File: config.mk
export PLATFORM = sky130hd
export DESIGN_NAME = perf_counter_ctrl
export DESIGN_NICKNAME = d
export VERILOG_FILES = /design/src/rtl/perf_counter_ctrl.sv
export SDC_FILE = /design/constraint.sdc
export NUM_CORES = 1
export LEC_CHECK = 0
export BUFFER_PORTS_ARGS = -buffer_cell sky130_fd_sc_hd__buf_2
export CAP_MARGIN = 20
export CORE_MARGIN = 1
export CORE_UTILIZATION = 35
export DETAILED_ROUTE_END_ITERATION = 7
export PLACE_DENSITY = 0.56
export REMOVE_ABC_BUFFERS = 1
export SYNTH_ARGS = -nofsm -noshare
export SYNTH_HDL_FRONTEND = slang
export SYNTH_SLANG_ARGS = --single-unit
File: constraint.sdc
create_clock -name clk -period 4 [get_ports clk]
set_input_delay 0.8 -clock clk [delete_from_list [all_inputs] [get_ports clk]]
set_output_delay 0.8 -clock clk [all_outputs]
set_load 0.01 [all_outputs]
File: src/rtl/perf_counter_ctrl.sv
// Performance counter controller: event gating/mapping onto the bank plus CSR access FSM.
// Optional freeze-on-event support is compiled in with `define PERF_CTRL_FREEZE_EN.
module perf_counter_ctrl #(
  parameter int unsigned RAW_W = 64,
  parameter int unsigned SEL_W = 6
) (
  input  logic              clk,
  input  logic              reset,
  input  logic [RAW_W-1:0]  raw_events,
  input  logic              retire_in,
  input  logic              req_valid,
  output logic              req_ready,
  input  logic              req_write,
  input  logic [7:0]        req_addr,
  input  logic [31:0]       req_wdata,
  output logic              resp_valid,
  input  logic              resp_ready,
  output logic [31:0]       resp_rdata,
  output logic              resp_err,
  output logic [5:0]        cnt_sel,
  input  logic [31:0]       cnt_rdata,
  output logic              cycle_count_en,
  output logic              instruction_retired,
  output logic [31:0]       event_signals
);

  localparam logic [1:0] StIdle  = 2'd0;
  localparam logic [1:0] StCntRd = 2'd1;
  localparam logic [1:0] StResp  = 2'd2;

  localparam int unsigned SelN = 2 ** SEL_W;

  logic [1:0]       state_q;
  logic             en_q, cyc_inh_q, ir_inh_q;
  logic [31:0]      inhibit_q;
  logic [SEL_W-1:0] evsel_q [32];
  logic             frozen;

  // Selects at or above RAW_W land in the zero padding and never fire.
  logic [SelN-1:0] raw_pad;
  assign raw_pad = SelN'(raw_events);

  // Address decode
  logic       is_ctrl, is_inh, is_fsel, is_evsel, is_cnt, cfg_hit;
  logic [4:0] ev_idx;
  logic [5:0] cnt_idx;
  always_comb begin
    is_ctrl  = (req_addr == 8'h00);
    is_inh   = (req_addr == 8'h01);
    is_fsel  = (req_addr == 8'h02);
    is_evsel = (req_addr >= 8'h10) && (req_addr <= 8'h2f);
    is_cnt   = (req_addr == 8'h40) || (req_addr == 8'h41) || (req_addr[7:5] == 3'b011);
    cfg_hit  = is_ctrl || is_inh || is_fsel || is_evsel;
    ev_idx   = 5'(req_addr - 8'h10);
    if (req_addr == 8'h40)      cnt_idx = 6'd32;
    else if (req_addr == 8'h41) cnt_idx = 6'd33;
    else                        cnt_idx = {1'b0, req_addr[4:0]};
  end

  logic accept, cfg_we;
  assign accept = (state_q == StIdle) && req_valid;
  assign cfg_we = accept && req_write && cfg_hit;

`ifdef PERF_CTRL_FREEZE_EN
  logic             arm_q;
  logic [SEL_W-1:0] freeze_sel_q;
  logic             frozen_q;
  logic             frz_set, frz_clr;
  assign frozen  = frozen_q;
  assign frz_set = arm_q && raw_pad[freeze_sel_q];
  assign frz_clr = cfg_we && is_ctrl && req_wdata[4];

  always_ff @(posedge clk) begin
    if (reset) begin
      arm_q        <= 1'b0;
      freeze_sel_q <= '0;
      frozen_q     <= 1'b0;
    end else begin
      if (cfg_we && is_ctrl) arm_q <= req_wdata[3];
      if (cfg_we && is_fsel) freeze_sel_q <= req_wdata[SEL_W-1:0];
      frozen_q <= frz_set || (frozen_q && !frz_clr);
    end
  end
`else
  assign frozen = 1'b0;
`endif

  logic [31:0] cfg_rdata;
  always_comb begin
    cfg_rdata = '0;
    if (is_ctrl) begin
      cfg_rdata[2:0] = {ir_inh_q, cyc_inh_q, en_q};
`ifdef PERF_CTRL_FREEZE_EN
      cfg_rdata[4:3] = {frozen_q, arm_q};
`endif
    end else if (is_inh) begin
      cfg_rdata = inhibit_q;
    end else if (is_fsel) begin
`ifdef PERF_CTRL_FREEZE_EN
      cfg_rdata = 32'(freeze_sel_q);
`endif
    end else if (is_evsel) begin
      cfg_rdata = 32'(evsel_q[ev_idx]);
    end
  end

  // Gating uses the config as it stands before this edge's write.
  logic        act;
  logic [31:0] ev_d;
  assign act = en_q && !frozen;
  always_comb begin
    ev_d = '0;
    for (int i = 0; i < 32; i++) begin
      ev_d[i] = act && !inhibit_q[i] && raw_pad[evsel_q[i]];
    end
  end

  always_ff @(posedge clk) begin
    if (reset) begin
      state_q             <= StIdle;
      resp_rdata          <= '0;
      resp_err            <= 1'b0;
      cnt_sel             <= '0;
      en_q                <= 1'b1;
      cyc_inh_q           <= 1'b0;
      ir_inh_q            <= 1'b0;
      inhibit_q           <= '0;
      for (int i = 0; i < 32; i++) evsel_q[i] <= SEL_W'(i);
      event_signals       <= '0;
      cycle_count_en      <= 1'b0;
      instruction_retired <= 1'b0;
    end else begin
      event_signals       <= ev_d;
      cycle_count_en      <= act && !cyc_inh_q;
      instruction_retired <= act && !ir_inh_q && retire_in;

      if (cfg_we && is_ctrl) begin
        en_q      <= req_wdata[0];
        cyc_inh_q <= req_wdata[1];
        ir_inh_q  <= req_wdata[2];
      end
      if (cfg_we && is_inh)   inhibit_q <= req_wdata;
      if (cfg_we && is_evsel) evsel_q[ev_idx] <= req_wdata[SEL_W-1:0];

      unique case (state_q)
        StIdle: begin
          if (req_valid) begin
            if (is_cnt && !req_write) begin
              cnt_sel  <= cnt_idx;
              resp_err <= 1'b0;
              state_q  <= StCntRd;
            end else begin
              resp_err   <= !cfg_hit;
              resp_rdata <= (cfg_hit && !req_write) ? cfg_rdata : 32'h0;
              state_q    <= StResp;
            end
          end
        end
        StCntRd: begin
          resp_rdata <= cnt_rdata;
          state_q    <= StResp;
        end
        StResp: begin
          if (resp_ready) state_q <= StIdle;
        end
        default: state_q <= StIdle;
      endcase
    end
  end

  assign req_ready  = (state_q == StIdle);
  assign resp_valid = (state_q == StResp);

endmodule
# Yosys cells after proc, flatten, opt, wreduce, memory -nomap -nowiden
# Memory sizes are Yosys's and may differ from the RTL's.
# Cells that the tools add are included.
# totals
ff_bits	110
mem_bits_rw	192
in_bits	142
output_inout_bits	75
word_cells	270
memories	1
# mem_list
name	words	width	rd	rd_ports_with_merged_regs	write_ports	line	text
evsel_q	32	6	33	0	32	36	logic [SEL_W-1:0] evsel_q [32];
# op_classes
add_sub_neg	1
order_cmp	34
eq_ne	10
mux	88
reduce_logical	125
# op_table
cell	count
$lt 6x7->1 const B	32
$bmux 1 s6	32
$mux 32	5
$logic_and 1x1->1	76
$pmux 32 s2	1
$mux 1	39
$logic_not 1->1	36
$mux 29	1
$mux 6	4
$eq 8x7->1 const B	2
$eq 8x1->1 const B	1
$eq 8x2->1 const B	1
$ge 8x5->1 const B	1
$le 8x6->1 const B	1
$logic_not 8->1	1
$mux 2	3
$pmux 2 s3	1
$reduce_and 3->1	2
$reduce_or 6->1	1
$logic_or 1x1->1	5
$mux 5	1
$sub 5x5->5 const B	1
$ne 2x2->1 const B	2
$reduce_and 2->1	2
other kinds (7)	7

# Longest topological paths before layout
# Gate-level depths: netlist (run 1).
# depth
ltp_word	11
depth_mapped	9

# Worst setup path after synthesis (run 1)
# No wires, ideal clock.
# synth_timing
path_kind	input port to flip-flop
from	in req_addr[4]
to	reg resp_rdata[5]
setup_time_ns	0.132
t_arrival_ns	2.709
t_required_ns	3.868
setup_slack_ns	1.159
path_stages	8
path_cell_list	buf_6 or4_4 buf_6 a2111o_1 a31o_2 clkbuf_1 o21ai_1 a21oi_1
# synth_between
elab_chain_cells	10
elab_cells_between_ends	27
cone_classes	1 x add/sub; 2 x order compare; 5 x eq/ne; 8 x mux; 10 x reduce/logical; 1 x memory
# synth_rtl
item	line	text
start, declared	14	input logic [7:0] req_addr,
$sub 5x5->5, or another cell as far along	54	ev_idx = 5'(req_addr - 8'h10);
$mem_v2 32x6 / $logic_and 1x1->1 (equally long branches)	--	
$mux 6	102	end else if (is_evsel) begin
$mux 32	98	end else if (is_fsel) begin
$mux 32	96	end else if (is_inh) begin
$mux 29	91	if (is_ctrl) begin
$mux 32	154	resp_rdata <= (cfg_hit && !req_write) ? cfg_rdata : 32'h0;
$mux 32	148	if (is_cnt && !req_write) begin
$mux 32	147	if (req_valid) begin
$pmux 32 s2	145	unique case (state_q)
end signal, assigned	154	
end signal, assigned	160	resp_rdata <= cnt_rdata;
end, declared	18	output logic [31:0] resp_rdata,
# Several ways; a longest one is shown, not always the timed one. The select of a mux whose other input is x is not followed.
# A chain may end at the register's enable or synchronous reset.

==> results.md, run 1 <==
- Outcome: finished clean
- ANT nets after route: 0
- Area delta synth->final: 10.7%
- Routed WL per cell: 38.8 µm
- Vias in the first global route: 27,000
- WP data arrival: 3120 ps
- CTS tree: built
- RR Startpoint: state_q[1]$_SDFFE_PP0P_
- CTS Buf Count: 42
- First-pass GRT wire length: 204,000 µm
- Peak supply drop: 0.000270 V
- H-tree depth: 2
- Area leader, netlist: mux4_2
- Die ar.: 89,500 µm²
- Top cell type's share of synthesized area: 39.3%
- Via Count: 28,300
- PwrDens: 295 nW/µm²
- Crit Path Category: reg -> reg
- Min-Delay Endpoint: inhibit_q[21]$_SDFFE_PP0P_
- Largest cells by area after synthesis: mux4_2 (39%), edfxtp_1 (19%), dfxtp_1 (7.1%)
- Critical path required time: 4300 ps
- Core area: 87,200 µm²
- Final Cycle Share: 70.5%
- Worst min path class: in -> reg
- Rel. slew slack: 8.17%
- Worst path max stage delay: 530 ps
- Final setup TNS: 0 ps
- Syn_area_per_cell: 11.6 µm²
- Syn Inst Count: 2,668
- Setup Buffers After CTS: 0
- Worst-Margin Slew: 1380 ps
- Worst R2R End: evsel_q[2][4]$_SDFFCE_PN0P_
- RD Place Congestion: 1.03
- Synth cell types: 56
- Crit path capture type: register
- Yosys warns: 0
- Predominant post-synthesis flop cell: edfxtp_1
- Cell area after synthesis: 30,900 µm²
- Hold Crit Depth: 3
- Starting DRC count in detailed routing: 4,728
- Max Buffers Root-to-Sink: 3
- Overall Global Routing Usage: 31.8%
- IO buf count: 216
- Pin count of the biggest net entering global routing: 53
- Die Width: 299 µm
- Initial Utilization: 35.5%
- # clock sinks: 302
- R2R Setup Slk: 1180 ps
- Max Transition Viols Final: 0
- Fmax: 0.354 GHz
- Vias per cell: 7.52
- Min-delay src: req_wdata[21]
- Startpoint types: register
- Final Setup Violations: 0
- Initial antenna violation count: 9
- Critical Path Fanout Max: 28
- Insertion delay to the later sink of the worst-skew pair: 600 ps
- Post-CTS Hold Buffers: 0
- CTS Root Cell: clkbuf_16
- Layout net count: 2,703
- Hold WS: 453 ps
- #FFs+latches synth: 302
- Pre-antenna DRT Iters: 7
- Clock transition at the registers of the reported paths: 60 ps
- Detailed Place HPWL: 90,800 µm
- Number of synthesized flops with an enable pin: 192
- Grt total ovfl: 0
- Slowest-stage cell, CP: or3b_2
- Boundary Pins: 217
- Asr flop ratio synth: 0%
- Die Y: 299 µm
- Seq/Total Area, Yosys: 25.8%
- Share of layout cells above drive strength 1: 39.2%
- DRC violations left: 0
- Max cap viols: 0
- Resized cells post-CTS: 0
- Final Hold Vio Count: 0
- Leakage: 11.9 nW
- RSZ-0062 raised after global routing: no
- Worst-path cell chain: or3b_2 > nor4_1 > and2_1 > nand2_1 > buf_4 > nor2_1 > or2_2
- Final core utilization: 39.3%
- Period minus WS final: 2820 ps
- DRT Wirelength: 146,000 µm
- R2r worst-path depth: 7
- # rows: 108
- Worst Skew: 31.6 ps
layout make-up:
type | instances | area (µm²)
clock buffer | 58 | 1180
antenna | 10 | 25.0
tap | 1155 | 1450
clock inverter | 19 | 244
fill | 8221 | 52900
sequential | 302 | 7970
inverter | 12 | 45.0
multi-input combinational | 1869 | 21000
timing repair buffer | 334 | 2300
Yosys cell counts, drive strengths merged, types with 23 or more instances:
cell type / count
o22ai: 55
mux2: 24
nor2: 123
a2111oi: 23
nor4b: 31
nand3: 54
edfxtp: 192
or3: 82
nand2: 112
a221oi: 26
nor2b: 44
nor3: 35
o21ai: 52
mux2i: 196
clkbuf: 405
nand3b: 32
a21oi: 80
and2: 116
mux4: 539
or2: 34
nor4: 68
buf: 80
dfxtp: 110
registers in the layout, summed over array words and instances (netlist names):
register and flops:
inhibit_q 32, instruction_retired 1, event_signals 32, resp_rdata 32
state_q 2, cyc_inh_q 1, ir_inh_q 1, resp_err 1
evsel_q 192, cnt_sel 6, cycle_count_en 1, act 1
metrics by stage:
stage | std cells | worst slack (ps) | cell area, µm² | power, mW
final | 3759 | 1180 | 34200 | 10.1
after global routing | 3751 | 955 | 34200 | 10.3
after CTS | 3739 | 1190 | 33900 | 10.0
after detailed placement | 3662 | 642 | 32500 | 6.04
after global placement | 3659 | 678 | 32500 | 6.00
after floorplan | 2183 | 1060 | 29000 | 4.84
per-layer routing:
layer	vias up	GRT usage (%)	wire, µm	share of wire (%)
met2	3095	43.0	57600	39
met4	9	17.0	9720	6.7
met5	-	0.317	115	0.079
li1	10500	-	-	-
met3	657	15.1	26900	18
met1	14000	41.6	51500	35
kinds of logic after synthesis:
| kind of cell | count (synthesis) | synth area share, % |
|---|---|---|
| simple gates | 797 | 14.7 |
| mux | 759 | 46.5 |
| buf+inv | 497 | 6.31 |
| compound gates | 312 | 6.73 |
| flops | 302 | 25.8 |
| xor+xnor | 1 | 0.0283 |
layout by cell type, fill, tap and decap left out, types with 11 or more instances in the layout:
cell type / synthesis / routed
nor2b_1: 44 / 43
nor2_1: 122 / 122
mux2_2: 24 / 24
buf_2: 45 / 214
nand3b_1: 32 / 32
nand3_1: 54 / 54
buf_12: 0 / 14
o21ai_0: 51 / 51
mux2i_1: 196 / 196
nor3_1: 35 / 35
or3_1: 82 / 82
nor4b_1: 31 / 31
buf_4: 2 / 97
inv_1: 12 / 12
and2_1: 116 / 116
or2_2: 33 / 33
clkbuf_16: 0 / 43
nor4_1: 68 / 68
edfxtp_1: 192 / 192
nand2_1: 112 / 112
o22ai_1: 55 / 55
a21oi_1: 80 / 80
mux4_2: 539 / 539
a2111oi_0: 23 / 23
a211oi_1: 11 / 11
a221oi_1: 26 / 26
nor3b_1: 17 / 17
dfxtp_1: 110 / 110
where the power goes:
| part | total, mW | switching, mW | leakage, nW | internal (mW) |
|---|---|---|---|---|
| registers | 3.67 | 0.247 | 2.64 | 3.42 |
| clock network | 3.97 | 1.58 | 0.701 | 2.40 |
| logic | 2.46 | 1.37 | 8.54 | 1.09 |
critical path, delay by kind of cell, from the launching register on:
family | cells | cell delay [ps]
DFF | 1 | 350
buffers and inverters | 1 | 320
and+or+nand+nor | 6 | 1840
how the worst max path moves through the flow:
| stage | startpoint | endpoint | slack, ps | depth (start not counted) |
|---|---|---|---|---|
| floorplan | req_addr[4] | inhibit_q[0]$_SDFFE_PP0P_ | 1060 | 6 |
| global placement | req_addr[4] | resp_rdata[1]$_SDFFE_PP0P_ | 680 | 7 |
| detailed placement | req_addr[4] | resp_rdata[11]$_SDFFE_PP0P_ | 640 | 7 |
| CTS | evsel_q[11][0]$_SDFFCE_PN1P_ | event_signals[11]$_SDFF_PP0_ | 1190 | 6 |
| global route | evsel_q[11][0]$_SDFFCE_PN1P_ | event_signals[11]$_SDFF_PP0_ | 960 | 6 |
| finish | state_q[1]$_SDFFE_PP0P_ | evsel_q[2][4]$_SDFFCE_PN0P_ | 1180 | 7 |
Power figures use the tool's default switching activity.
==> run 2: changes to the inputs <==
--- a/config.mk
+++ b/config.mk
@@ -10,7 +10,7 @@
 export CORE_MARGIN = 1
 export CORE_UTILIZATION = 35
 export DETAILED_ROUTE_END_ITERATION = 7
-export PLACE_DENSITY = 0.56
+export PLACE_DENSITY = 0.58
 export REMOVE_ABC_BUFFERS = 1
 export SYNTH_ARGS = -nofsm -noshare
 export SYNTH_HDL_FRONTEND = slang
==> constraint.sdc (replaced) <==
create_clock -name clk -period 2.4 [get_ports clk]
set_input_delay 0.48 -clock clk [delete_from_list [all_inputs] [get_ports clk]]
set_output_delay 0.48 -clock clk [all_outputs]
set_load 0.01 [all_outputs]
==> results.md, run 2 (same netlist as run 1, synthesis figures left out) <==
- CTS Root Cell: clkbuf_16 (unchanged)
- Pin count of the biggest net entering global routing: 109 (was 53)
- Startpoint types: register (unchanged)
- Max FFs per register: 192 (unchanged)
- Peak supply drop: 0.000501 V (was 0.000270 V)
- Initial Utilization: 35.5% (unchanged)
- H-tree depth: 2 (unchanged)
- Max cap viols: 0 (unchanged)
- Die ar.: 89,500 µm² (unchanged)
- Die Width: 299 µm (unchanged)
- Grt total ovfl: 0 (unchanged)
- Commonest non-fill, non-tap cell in the layout: mux4_2 (unchanged)
- Combinational power share: 29.4% (was 24.4%)
- Dpl cells: 4,077 (was 3,662)
- Switching power: 5.33 mW (was 3.19 mW)
- Insertion delay to the later sink of the worst-skew pair: 600 ps (about the same)
- Area of the multi-input gates: 21,100 µm² (was 21,000 µm²)
- CTS tree: built (unchanged)
- Initial antenna violation count: 10 (was 9)
- Max Buffers Root-to-Sink: 3 (unchanged)
- Most common cell on crit path: buf_4
- Worst min path class: in -> reg (unchanged)
- Core area: 87,200 µm² (unchanged)
- Worst-Margin Slew: 1240 ps (was 1380 ps)
- Internal power: 11.5 mW (was 6.91 mW)
- WP data arrival: 2870 ps (was 3120 ps)
- DRC violations left: 0 (unchanged)
- Final std cell area, no fill: 38,700 µm² (was 34,200 µm²)
- Hold WS: 133 ps (was 453 ps)
- Starting DRC count in detailed routing: 4,764 (was 4,728)
- Fmax: 0.426 GHz (was 0.354 GHz)
- Top reg by flops: evsel_q (unchanged)
- Non-Filler Instances: 4,163 (was 3,759)
- Routed WL per cell: 35.5 µm (was 38.8 µm)
- DRT Wirelength: 148,000 µm (was 146,000 µm)
- Rel. slew slack: 17.5% (was 8.17%)
- First-pass GRT wire length: 211,000 µm (was 204,000 µm)
- Detailed Place HPWL: 107,000 µm (was 90,800 µm)
- Final Hold Vio Count: 0 (unchanged)
- Crit Path Category: reg -> reg (unchanged)
- Layout net count: 3,115 (was 2,703)
- Outcome: finished clean (unchanged)
- Vias in the first global route: 29,100 (was 27,000)
- ANT nets after route: 0 (unchanged)
- Clock transition at the registers of the reported paths: 60 ps (about the same)
- Pre-antenna DRT Iters: 7 (unchanged)
- Worst path max stage delay: 510 ps (was 530 ps)
- Final Setup Violations: 0 (unchanged)
- Crit path capture type: register (unchanged)
- Leakage: 14.4 nW (was 11.9 nW)
- Worst Skew: 38.5 ps (was 31.6 ps)
- IO buf count: 216 (unchanged)
- Period minus WS final: 2350 ps (was 2820 ps)
- Setup ws final: 53.9 ps (was 1180 ps)
- Boundary Pins: 217 (unchanged)
- Critical Path Fanout Max: 13 (was 28)
- Via Count: 29,300 (was 28,300)
- PwrDens: 433 nW/µm² (was 295 nW/µm²)
- RSZ-0062 raised after global routing: no (unchanged)
- Share of layout cells above drive strength 1: 47.8% (was 39.2%)
- Storage cell area: 7970 µm² (unchanged)
- Max Transition Viols Final: 0 (unchanged)
- Die Y: 299 µm (unchanged)
- Seq pwr share: 35.6% (was 36.3%)
- Final core utilization: 44.4% (was 39.3%)
- Post-Place Setup Slack: -312 ps (was 642 ps)
- Filler cell count: 7,941 (was 8,221)
- Most frequent cells in the layout: mux4_2 (539), buf_4 (385), buf_2 (214) (was mux4_2 (539), buf_2 (214), mux2i_1 (196))
- Sw Ratio: 31.7% (was 31.6%)
- Vias per cell: 7.05 (was 7.52)
- Worst-path cell chain: or3b_2 > buf_4 > or4_4 > nor2_4 > buf_4 > nand2_1 > a21oi_1 (was or3b_2 > nor4_1 > and2_1 > nand2_1 > buf_4 > nor2_1 > or2_2)
- CTS Buf Count: 39 (was 42)
- # clock sinks: 302 (unchanged)
- Clock Power Share: 35.0% (was 39.3%)
- Slowest-stage cell, CP: or3b_2 (unchanged)
- RD Place Congestion: 1.05 (was 1.03)
- Post-CTS Hold Buffers: 0 (unchanged)
- Final Power: 16.8 mW (was 10.1 mW)
- Overall Global Routing Usage: 32.5% (was 31.8%)
- Final setup TNS: 0 ps (unchanged)
- # rows: 108 (unchanged)
- DP Area: 37,300 µm² (was 32,500 µm²)
- Area delta synth->final: 25.3% (was 10.7%)
- Final Cycle Share: 97.8% (was 70.5%)
- Critical path required time: 2920 ps (was 4300 ps)
run 2: routing by layer:
layer / GRT usage, % / wire length, µm / vias up
li1: - / - / 11300
met1: 43.1 / 54300 / 14600
met2: 47.0 / 62200 / 2802
met3: 10.8 / 21500 / 639
met4: 17.0 / 9710 / 8
met5: 0.212 / 65 / -
run 2: power groups by stage:
stage / registers (mW) / clock network, mW / logic, mW
2_1_floorplan: 6.15 / 0 / 1.91
3_3_place_gp: 6.08 / 0 / 4.65
3_5_place_dp: 6.09 / 0 / 4.72
4_1_cts: 5.97 / 5.98 / 4.75
5_1_grt: 6.00 / 6.15 / 5.04
6_report: 5.98 / 5.88 / 4.93
run 2: worst paths after layout:
kind	startpoint	to	slack (ps)	cells past startpoint
min reg2reg	resp_err$_SDFFE_PP0N_	resp_err$_SDFFE_PP0N_	470	2
max reg2reg	state_q[1]$_SDFFE_PP0P_	inhibit_q[3]$_SDFFE_PP0P_	50	7
min	req_wdata[20]	inhibit_q[20]$_SDFFE_PP0P_	130	3
max	state_q[1]$_SDFFE_PP0P_	inhibit_q[3]$_SDFFE_PP0P_	50	7
run 2: area by class of cell:
type	instances	area share, %
antenna	4	0.0258
multi-input combinational	1869	54.4
timing repair buffer	749	17.9
tap	1155	3.73
sequential	302	20.6
inverter	12	0.116
clock buffer	52	2.83
clock inverter	20	0.404
run 2: timing repair:
action	CTS	global route
buffers inserted	4	6
endpoints found under the setup margin	17	95
pin swaps	0	0
resized for setup	2	19
run 2: worst max-delay path: cells and delay by family, from the launching register on:
kind / cells / cell delay [ps]
AO/OA/AOI/OAI: 1 / 190
flip-flops: 1 / 310
buffers and inverters: 2 / 480
AND/OR/NAND/NOR: 4 / 1270
